$ cat src/rtl/c_stage_dcache.sv
// Memory stage of the 5-stage core: direct-mapped, one-word-line,
// write-through / no-write-allocate data cache feeding the cw_* bundle.
module c_stage_dcache #(
  parameter int IDX_BITS = 4
) (
  input  logic        clock,
  input  logic        reset,
  input  logic [31:0] ac_pc,
  input  logic [4:0]  ac_write_sel,
  input  logic        ac_is_load,
  input  logic        ac_is_store,
  input  logic        ac_is_wb,
  input  logic [31:0] ALU_result,
  input  logic [31:0] ac_data2,
  output logic        dcache_stall,
  output logic [31:0] cw_pc,
  output logic [4:0]  cw_write_sel,
  output logic        cw_is_wb,
  output logic [31:0] cw_result,
  output logic        mem_req,
  output logic        mem_we,
  output logic [31:0] mem_addr,
  output logic [31:0] mem_wdata,
  input  logic        mem_ready,
  input  logic [31:0] mem_rdata
);
  localparam int LINES = 1 << IDX_BITS;
  localparam int TAG_W = 30 - IDX_BITS;

  typedef enum logic [1:0] {IDLE, RD_MISS, WR_THRU, RESP} state_t;

  state_t              state_reg, state_next;
  logic [LINES-1:0]    valid_reg;
  logic [31:0]         data_array [LINES];
  logic [TAG_W-1:0]    tag_array  [LINES];
  logic [31:0]         resp_reg;

  logic [IDX_BITS-1:0] index;
  logic [TAG_W-1:0]    tag;
  logic                hit;
  logic                is_load;
  logic                is_store;
  logic                fill;
  logic                wr_hit;
  logic [31:0]         load_data;

  assign index    = ALU_result[IDX_BITS+1:2];
  assign tag      = ALU_result[31:IDX_BITS+2];
  assign hit      = valid_reg[index] && (tag_array[index] == tag);
  // A load+store combination is treated as a load.
  assign is_load  = ac_is_load;
  assign is_store = ac_is_store & ~ac_is_load;

  // Request fields come straight from the frozen execute bundle, so they
  // stay stable for the whole transaction without extra registers.
  assign mem_addr  = {ALU_result[31:2], 2'b00};
  assign mem_wdata = ac_data2;

  assign fill   = (state_reg == RD_MISS) && mem_ready;
  assign wr_hit = (state_reg == WR_THRU) && mem_ready && hit;

  // In RESP the filled word is taken from resp_reg; in IDLE a hit reads the array.
  assign load_data = (state_reg == RESP) ? resp_reg : data_array[index];

  // Next-state, stall and memory-request decode.
  always_comb begin
    state_next   = state_reg;
    dcache_stall = 1'b0;
    mem_req      = 1'b0;
    mem_we       = 1'b0;
    unique case (state_reg)
      IDLE: begin
        if (is_load && !hit) begin
          dcache_stall = 1'b1;
          state_next   = RD_MISS;
        end else if (is_store) begin
          dcache_stall = 1'b1;
          state_next   = WR_THRU;
        end
      end
      RD_MISS: begin
        dcache_stall = 1'b1;
        mem_req      = 1'b1;
        if (mem_ready) state_next = RESP;
      end
      WR_THRU: begin
        dcache_stall = 1'b1;
        mem_req      = 1'b1;
        mem_we       = 1'b1;
        if (mem_ready) state_next = RESP;
      end
      RESP: state_next = IDLE;
      default: state_next = IDLE;
    endcase
  end

  // State register and line valid bits; reset abandons any fill.
  always_ff @(posedge clock or posedge reset) begin
    if (reset) begin
      state_reg <= IDLE;
      valid_reg <= '0;
    end else begin
      state_reg <= state_next;
      if (fill) valid_reg[index] <= 1'b1;
    end
  end

  // Data/tag arrays and fill buffer; write-through updates only resident lines.
  always_ff @(posedge clock) begin
    if (fill) begin
      data_array[index] <= mem_rdata;
      tag_array[index]  <= tag;
      resp_reg          <= mem_rdata;
    end else if (wr_hit) begin
      data_array[index] <= ac_data2;
    end
  end

  // Writeback bundle: latch when not stalled, inject a bubble while stalled.
  always_ff @(posedge clock or posedge reset) begin
    if (reset) begin
      cw_pc        <= '0;
      cw_write_sel <= '0;
      cw_is_wb     <= 1'b0;
      cw_result    <= '0;
    end else if (dcache_stall) begin
      cw_is_wb <= 1'b0;
    end else begin
      cw_pc        <= ac_pc;
      cw_write_sel <= ac_write_sel;
      cw_is_wb     <= ac_is_wb;
      cw_result    <= is_load ? load_data : ALU_result;
    end
  end
endmodule

$ cat config.mk
export PLATFORM = sky130hd
export DESIGN_NAME = c_stage_dcache
export DESIGN_NICKNAME = d
export VERILOG_FILES = /design/src/rtl/c_stage_dcache.sv
export SDC_FILE = /design/constraint.sdc
export NUM_CORES = 1
export LEC_CHECK = 0
export ABC_CLOCK_PERIOD_IN_PS = 6830
export CORE_MARGIN = 1.5
export CORE_UTILIZATION = 30
export CTS_CLUSTER_DIAMETER = 120
export DETAILED_ROUTE_END_ITERATION = 8
export DONT_BUFFER_PORTS = 1
export PLACE_DENSITY = 0.46
export RECOVER_POWER = 50
export SYNTH_ARGS = -nofsm -noshare
export SYNTH_HDL_FRONTEND = slang
export SYNTH_SLANG_ARGS = --single-unit
$ cat constraint.sdc
create_clock -name clock -period 6.83 [get_ports clock]
set_input_delay 1.366 -clock clock [delete_from_list [all_inputs] [get_ports clock]]
set_output_delay 1.366 -clock clock [all_outputs]
set_load 0.01 [all_outputs]
Yosys cells after proc, flatten, opt, wreduce, memory -nomap -nowiden
Memories as Yosys holds them, arrays and structs flattened.
Cells that the tools add are included.
{"block": "totals", "reg_bits": 120, "mem_count": 2, "out_inout_bits": 137, "ram_bits": 928, "elab_cells": 53, "in_bits": 139}
{"block": "classes", "order_cmp": 2, "n_reduce_logical": 10, "n_eq_ne": 6, "n_bitwise": 4, "n_mux": 22}
{"name": "data_array", "depth": 16, "word_bits": 32, "read_ports": 1, "rd_ports_with_merged_regs": 0, "wr": 1, "line_no": "34", "text": "logic [31:0] data_array [LINES];"}
{"name": "tag_array", "depth": 16, "word_bits": 26, "read_ports": 1, "rd_ports_with_merged_regs": 0, "wr": 1, "line_no": "35", "text": "logic [TAG_W-1:0] tag_array [LINES];"}
{"operator": "$mux W32", "count": 3}
{"operator": "$eq A26 B26 Y1", "count": 1}
{"operator": "$or A16 B16 Y16", "count": 1}
{"operator": "$mux W1", "count": 12}
{"operator": "$logic_and A1 B1 Y1", "count": 6}
{"operator": "$mux W2", "count": 3}
{"operator": "$pmux W2 S3", "count": 1}
{"operator": "$lt A4 B5 Y1 const B", "count": 1}
{"operator": "$bmux W1 S4", "count": 1}
{"operator": "$demux W1 S4", "count": 1}
{"operator": "$eq A2 B2 Y1 const B", "count": 2}
{"operator": "$ge A4 B1 Y1 const B", "count": 1}
{"operator": "$ne A3 B3 Y1 const B", "count": 1}
{"operator": "$eq A2 B1 Y1 const B", "count": 1}
{"operator": "$logic_not A2 Y1", "count": 1}
{"operator": "$ne A2 B1 Y1 const B", "count": 1}
{"operator": "$pmux W1 S2", "count": 1}
{"operator": "$reduce_and A2 Y1", "count": 1}
{"operator": "$reduce_or A2 Y1", "count": 1}
{"operator": "$and A1 B1 Y1", "count": 1}
{"operator": "$logic_not A1 Y1", "count": 1}
{"operator": "$not A1 Y1", "count": 1}
{"operator": "$or A1 B1 Y1", "count": 1}

Longest topological paths before layout
{"block": "depth", "depth_word": 8, "depth_mapped": 15, "ltp_nobuf": 9}

Least setup slack after synthesis
No wires, ideal clock.
{"block": "synth_timing", "path_type": "input-to-reg", "start": "in ALU_result[3]", "end": "mem data_array[0][0] (enable)", "setup_slack_ns": -0.460, "required_time_ns": 6.327, "n_path_buf": 3, "path_stages": 12, "arrival_time_ns": 6.787, "setup_time_ns": 0.503, "path_cell_list": "buf_6 -> buf_8 -> buf_2 -> mux4_2 -> mux2i_1 -> mux2i_1 -> xor2_1 -> nor4_1 -> nand4_1 -> nor3b_2 -> a31oi_1 -> nor4_1"}
{"block": "synth_between", "elab_chain_len": 8, "word_cells_on_any_way": 10, "classes_between": "eq/ne: 1; mux: 5; bitwise: 1; reduce/logical: 2; memory: 1"}
{"element": "from (decl)", "line_no": "13", "text": "input logic [31:0] ALU_result,"}
{"element": "$mem_v2 Z16 W26 or $bmux W1 S4 (tied branches)"}
{"element": "$eq A26 B26 Y1 or $mux W1 (tied branches)", "line_no": "49", "text": "assign hit = valid_reg[index] && (tag_array[index] == tag);"}
{"element": "$logic_and A1 B1 Y1", "line_no": "49"}
{"element": "$logic_and A1 B1 Y1", "line_no": "60", "text": "assign wr_hit = (state_reg == WR_THRU) && mem_ready && hit;"}
{"element": "$mux W1", "line_no": "114", "text": "end else if (wr_hit) begin"}
{"element": "$mux W1", "line_no": "110", "text": "if (fill) begin"}
{"element": "$mux W1 (implied by the code)", "line_no": "115", "text": "data_array[index] <= ac_data2;"}
{"element": "$or A1 B1 Y1 (no line)"}
{"element": "to (decl)", "line_no": "34"}
Parallel ways exist; a longest one is shown, timed or not. The select of a mux whose other input is x is not followed.

Worst setup path after layout
{"block": "layout_timing", "start": "in ALU_result[3]", "end": "mem data_array[1][13] (enable)"}
Same word-level chain as after synthesis.

==> run summary <==
The routed wire length per instance is 28.63 um. After clock tree synthesis, the clock-pin slew on the worst setup and hold paths is 0.06 ns. The number of H-tree branching levels came out at 3.

The highest cell delay on the worst timing path is roughly 0.84 ns. The arrival time of the worst setup path is about 6.5 ns. In the routed design, unresolved DRC markers number 0. The setup TNS after final layout is 0 ns. The mean instance size in the synthesized netlist is 20.98 um^2. The endpoint identified for the worst register-to-register timing path is tag_array[9][16]$_DFFE_PP_. The cell count of the worst reg-to-reg path is 7. The setup path with the least slack is of type in2reg. The number of cells on the worst hold path came out at 1.

The number of gates resized after cts is 0. The worst hold margin came out at 0.4614 ns. The die covers ~140,000 um^2. The number of top-level pins is roughly 280. The number of distinct library cells after synthesis is 63. The cell sitting at the root of the clock tree is a sky130_fd_sc_hd__clkbuf_16. The count of filler cells inserted in the layout is about 13,000. Of all cell types, the one taking the most synthesized area is sky130_fd_sc_hd__edfxtp_1. The clock insertion delay at the later pin of the skew report came out at about 0.7 ns.

The beginning of the worst register-to-register path is state_reg[1]$_DFFE_PP0P_. Routability-driven placement finished with a final weighted congestion of about 0.77. The maximum frequency from static timing analysis came out at around 160 MHz. The number of clock sinks seen by CTS is around 1,000.

The mapped cell area is 42,000 um^2. The global-route congestion overflow total came out at 0. The first global-routing pass estimated 158,500 um of wire. The final HPWL from detailed placement is 64,190 um. The count of flip-flops with a built-in enable after synthesis is 960. The worst setup path is captured at a register. The ratio of cells with drive above 1 in the final layout is 29.33%. For this design, the slowest cell found on the critical path is sky130_fd_sc_hd__nor4_1.

The synthesized design contains between 1,000 and 1,500 register bits. In this run the vertical extent of the chip is 377.2 um. The post-detailed-routing wire length is approximately 110,000 um. The final-stage net count came out at 2,136.

The proportion of netlist area held by the largest area contributor came out at 68.63%. The hold path startpoint is valid_reg[10]$_DFFE_PP0P_. The overall routing resource usage came out at approximately 16%. The reported net switching power came out at between 3 and 4 mW. The worst setup path is launched from a primary input. In this run the core area contains 137 standard-cell rows. The core area came out at between 100,000 and 150,000 um^2.

Setup repair after global routing left no endpoint under its margin. For this configuration, the core starts out at a cell density of between 30% and 40%. Dividing the final minimum period by the clock period gives 90.23%.

In the final layout, the registers with the most flip-flops are data_array x512, tag_array x416. The register with the most flip-flops is data_array. The run finished, with violations left. The share of synthesized area occupied by flip-flops and latches is between 70 and 80%. The slew at the pin with the worst max-slew slack came out at 3.433 ns. Sorting the synthesized cells by area gives the leading types as sky130_fd_sc_hd__edfxtp_1 69%, sky130_fd_sc_hd__mux4_2 13%, sky130_fd_sc_hd__dfrtp_1 5.2%. The relative contribution of the clock network to total power is ~38%. The number of iterations in the first detailed-routing pass came out at 5. TritonCTS built the clock tree.

The violation count after the first detailed-route iteration came out at between 1,500 and 2,000. The combinational group share of total power is approximately 11%. The switching part of the total power is 24.52%. The share of flip-flops with an asynchronous set or reset after synthesis came out at under 10%. In the synthesized netlist the dominant register cell turns out to be sky130_fd_sc_hd__edfxtp_1. The number of flip-flops under the largest register name came out at slightly above 500.

The post-route clock skew came out at 0.04728 ns. The count of buffers inserted at the top-level ports came out at 0. The final count of pins violating max slew came out at 385. The hold path endpoint is valid_reg[10]$_DFFE_PP0P_. The worst supply voltage drop on vdd came out at around 0.24 mV. Entering global routing, the biggest net connects between 200 and 250 pins. The via count is approximately 20,000. The total clock buffers created by CTS is 110. The worst min-delay path class is reg2reg.

Using the TritonRoute via totals, the vias-per-cell ratio works out to just under 5. The buffer count from post-CTS setup fixing came out at 0. The signed area change from the synthesized netlist to the final layout came out at 12.70%.

Walking the worst path, the cells encountered are or2_2 -> o22ai_1 -> a221oi_1 -> xor2_1 -> nor4_1 -> o211a_2 -> nor3b_2 -> a31oi_2 -> nor4_2 -> buf_4. The worst path required time came out at 7.17 ns. The final period demand of the worst path came out at 6.163 ns. The number of global-route vias before repair is 20,620. The maximum fanout count along the critical path is around 230. The leakage power of the design is between 10 and 15 nW. In this run the power density over the cells is about 320 nW/um^2. The worst-case register-to-register setup slack came out at about 0.85 ns. The number of buffers on the longest clock path is 3.

The total setup violations reported at the end of the flow came out at 0. The internal power summed over all cells is between 10 and 15 mW. In this run, post-CTS hold repair placed 0 buffers. The remaining antenna violation count after routing came out at 0. By instance count, the leading cell after synthesis is sky130_fd_sc_hd__edfxtp_1. The final reports fail on max-capacitance violations, max-slew violations.

Measured along the x axis, the die boundary spans roughly 380 um. The cell count after synthesis came out at between 2,000 and 2,500. The initial antenna violation count came to 18.

The final number of hold-violating endpoints is 0. After synthesis, the most frequently instantiated cells are 960 x sky130_fd_sc_hd__edfxtp_1, 239 x sky130_fd_sc_hd__mux4_2, 111 x sky130_fd_sc_hd__mux2i_1, 97 x sky130_fd_sc_hd__mux2_2, 88 x sky130_fd_sc_hd__dfrtp_1. Headroom to the max-slew limit came out at -128.9%. Sequential cells account for 51.1% of the total power. The Yosys step of the flow raised 0 warnings.

The max capacitance violation total came out at 16.
critical path, delay by kind of cell:
kind / cells / cell delay, ns
compound gates: 4 / 1.24
xor+xnor: 1 / 0.23
simple gates: 4 / 2.51
buf+inv: 1 / 0.58
per-stage QoR:
step | utilization [%] | instances | total power [mW] | setup WS [ns] | cell area (um^2)
after global routing | 34.00 | 3961 | 15.73 | 0.5005 | 47330
final | 34.01 | 3963 | 15.19 | 0.6673 | 47330
after CTS | 34.09 | 3959 | 15.39 | 1.244 | 47450
after floorplan | - | 2003 | 9.076 | -0.4599 | 42010
after global placement | 31.60 | 3757 | 9.525 | 0.7479 | 43980
after detailed placement | 31.60 | 3757 | 9.591 | 0.7132 | 43980
how the worst max path moves through the flow:
stage,cells past startpoint,slack (ns),end,from
after CTS,8,1.24,dcache_stall,ALU_result[2]
final,10,0.67,data_array[1][13]$_DFFE_PP_,ALU_result[3]
after global routing,7,0.50,tag_array[9][12]$_DFFE_PP_,state_reg[1]$_DFFE_PP0P_
after floorplan,12,-0.46,data_array[0][0]$_DFFE_PP_,ALU_result[3]
after global placement,10,0.75,data_array[3][14]$_DFFE_PP_,ALU_result[2]
after detailed placement,10,0.71,data_array[1][20]$_DFFE_PP_,ALU_result[2]
layer usage:
metal | share of wire (%) | wire length [um] | GRT usage, % | vias up
met5 | 0.10 | 119 | 0 | -
met4 | 2.3 | 2572 | 3.949 | 18
met3 | 7.8 | 8852 | 4.896 | 185
met2 | 47 | 53570 | 25.18 | 617
met1 | 43 | 48360 | 21.27 | 10730
li1 | - | - | - | 8161
layout make-up:
class                           instances  area [um^2]  share of cell area [%]
Sequential cell                      1048        31030                   65.55
Multi-Input combinational cell        772        10040                   21.20
Clock buffer                          133         2910                   6.148
Tap cell                             1876         2347                   4.959
Clock inverter                         69        555.5                   1.174
Timing Repair Buffer                   48        391.6                  0.8274
Inverter                               13        52.55                  0.1110
Antenna cell                            4        10.01                 0.02115
power groups by stage:
| stage | registers (mW) | logic, mW | clock network [mW] |
|---|---|---|---|
| after floorplan | 7.79 | 1.29 | 0 |
| after global placement | 7.88 | 1.65 | 0 |
| after detailed placement | 7.89 | 1.70 | 0 |
| after CTS | 7.76 | 1.70 | 5.92 |
| after global routing | 7.79 | 1.79 | 6.15 |
| final | 7.76 | 1.66 | 5.77 |
cells in the final DEF (no fill, tap or decap), types with 30 or more instances in the layout:
cell type / synthesis / final
sky130_fd_sc_hd__clkbuf_1: 38 / 32
sky130_fd_sc_hd__mux2i_1: 111 / 111
sky130_fd_sc_hd__nor2_1: 60 / 53
sky130_fd_sc_hd__mux2_4: 30 / 30
sky130_fd_sc_hd__edfxtp_1: 960 / 960
sky130_fd_sc_hd__mux4_2: 239 / 239
sky130_fd_sc_hd__clkbuf_16: 0 / 111
sky130_fd_sc_hd__dfrtp_1: 88 / 88
sky130_fd_sc_hd__mux2_2: 97 / 97
sky130_fd_sc_hd__a21oi_1: 38 / 38
logic make-up after synthesis:
logic type | count (synthesis) | share of synthesized area, %
compound gates | 104 | 1.647
other cells | 1 | 0.008928
buf+inv | 183 | 2.642
flops | 1048 | 73.88
simple gates | 152 | 1.799
fa+ha+maj | 4 | 0.1192
mux | 479 | 19.26
xor+xnor | 31 | 0.6464
(Power assumes the default switching activity.)
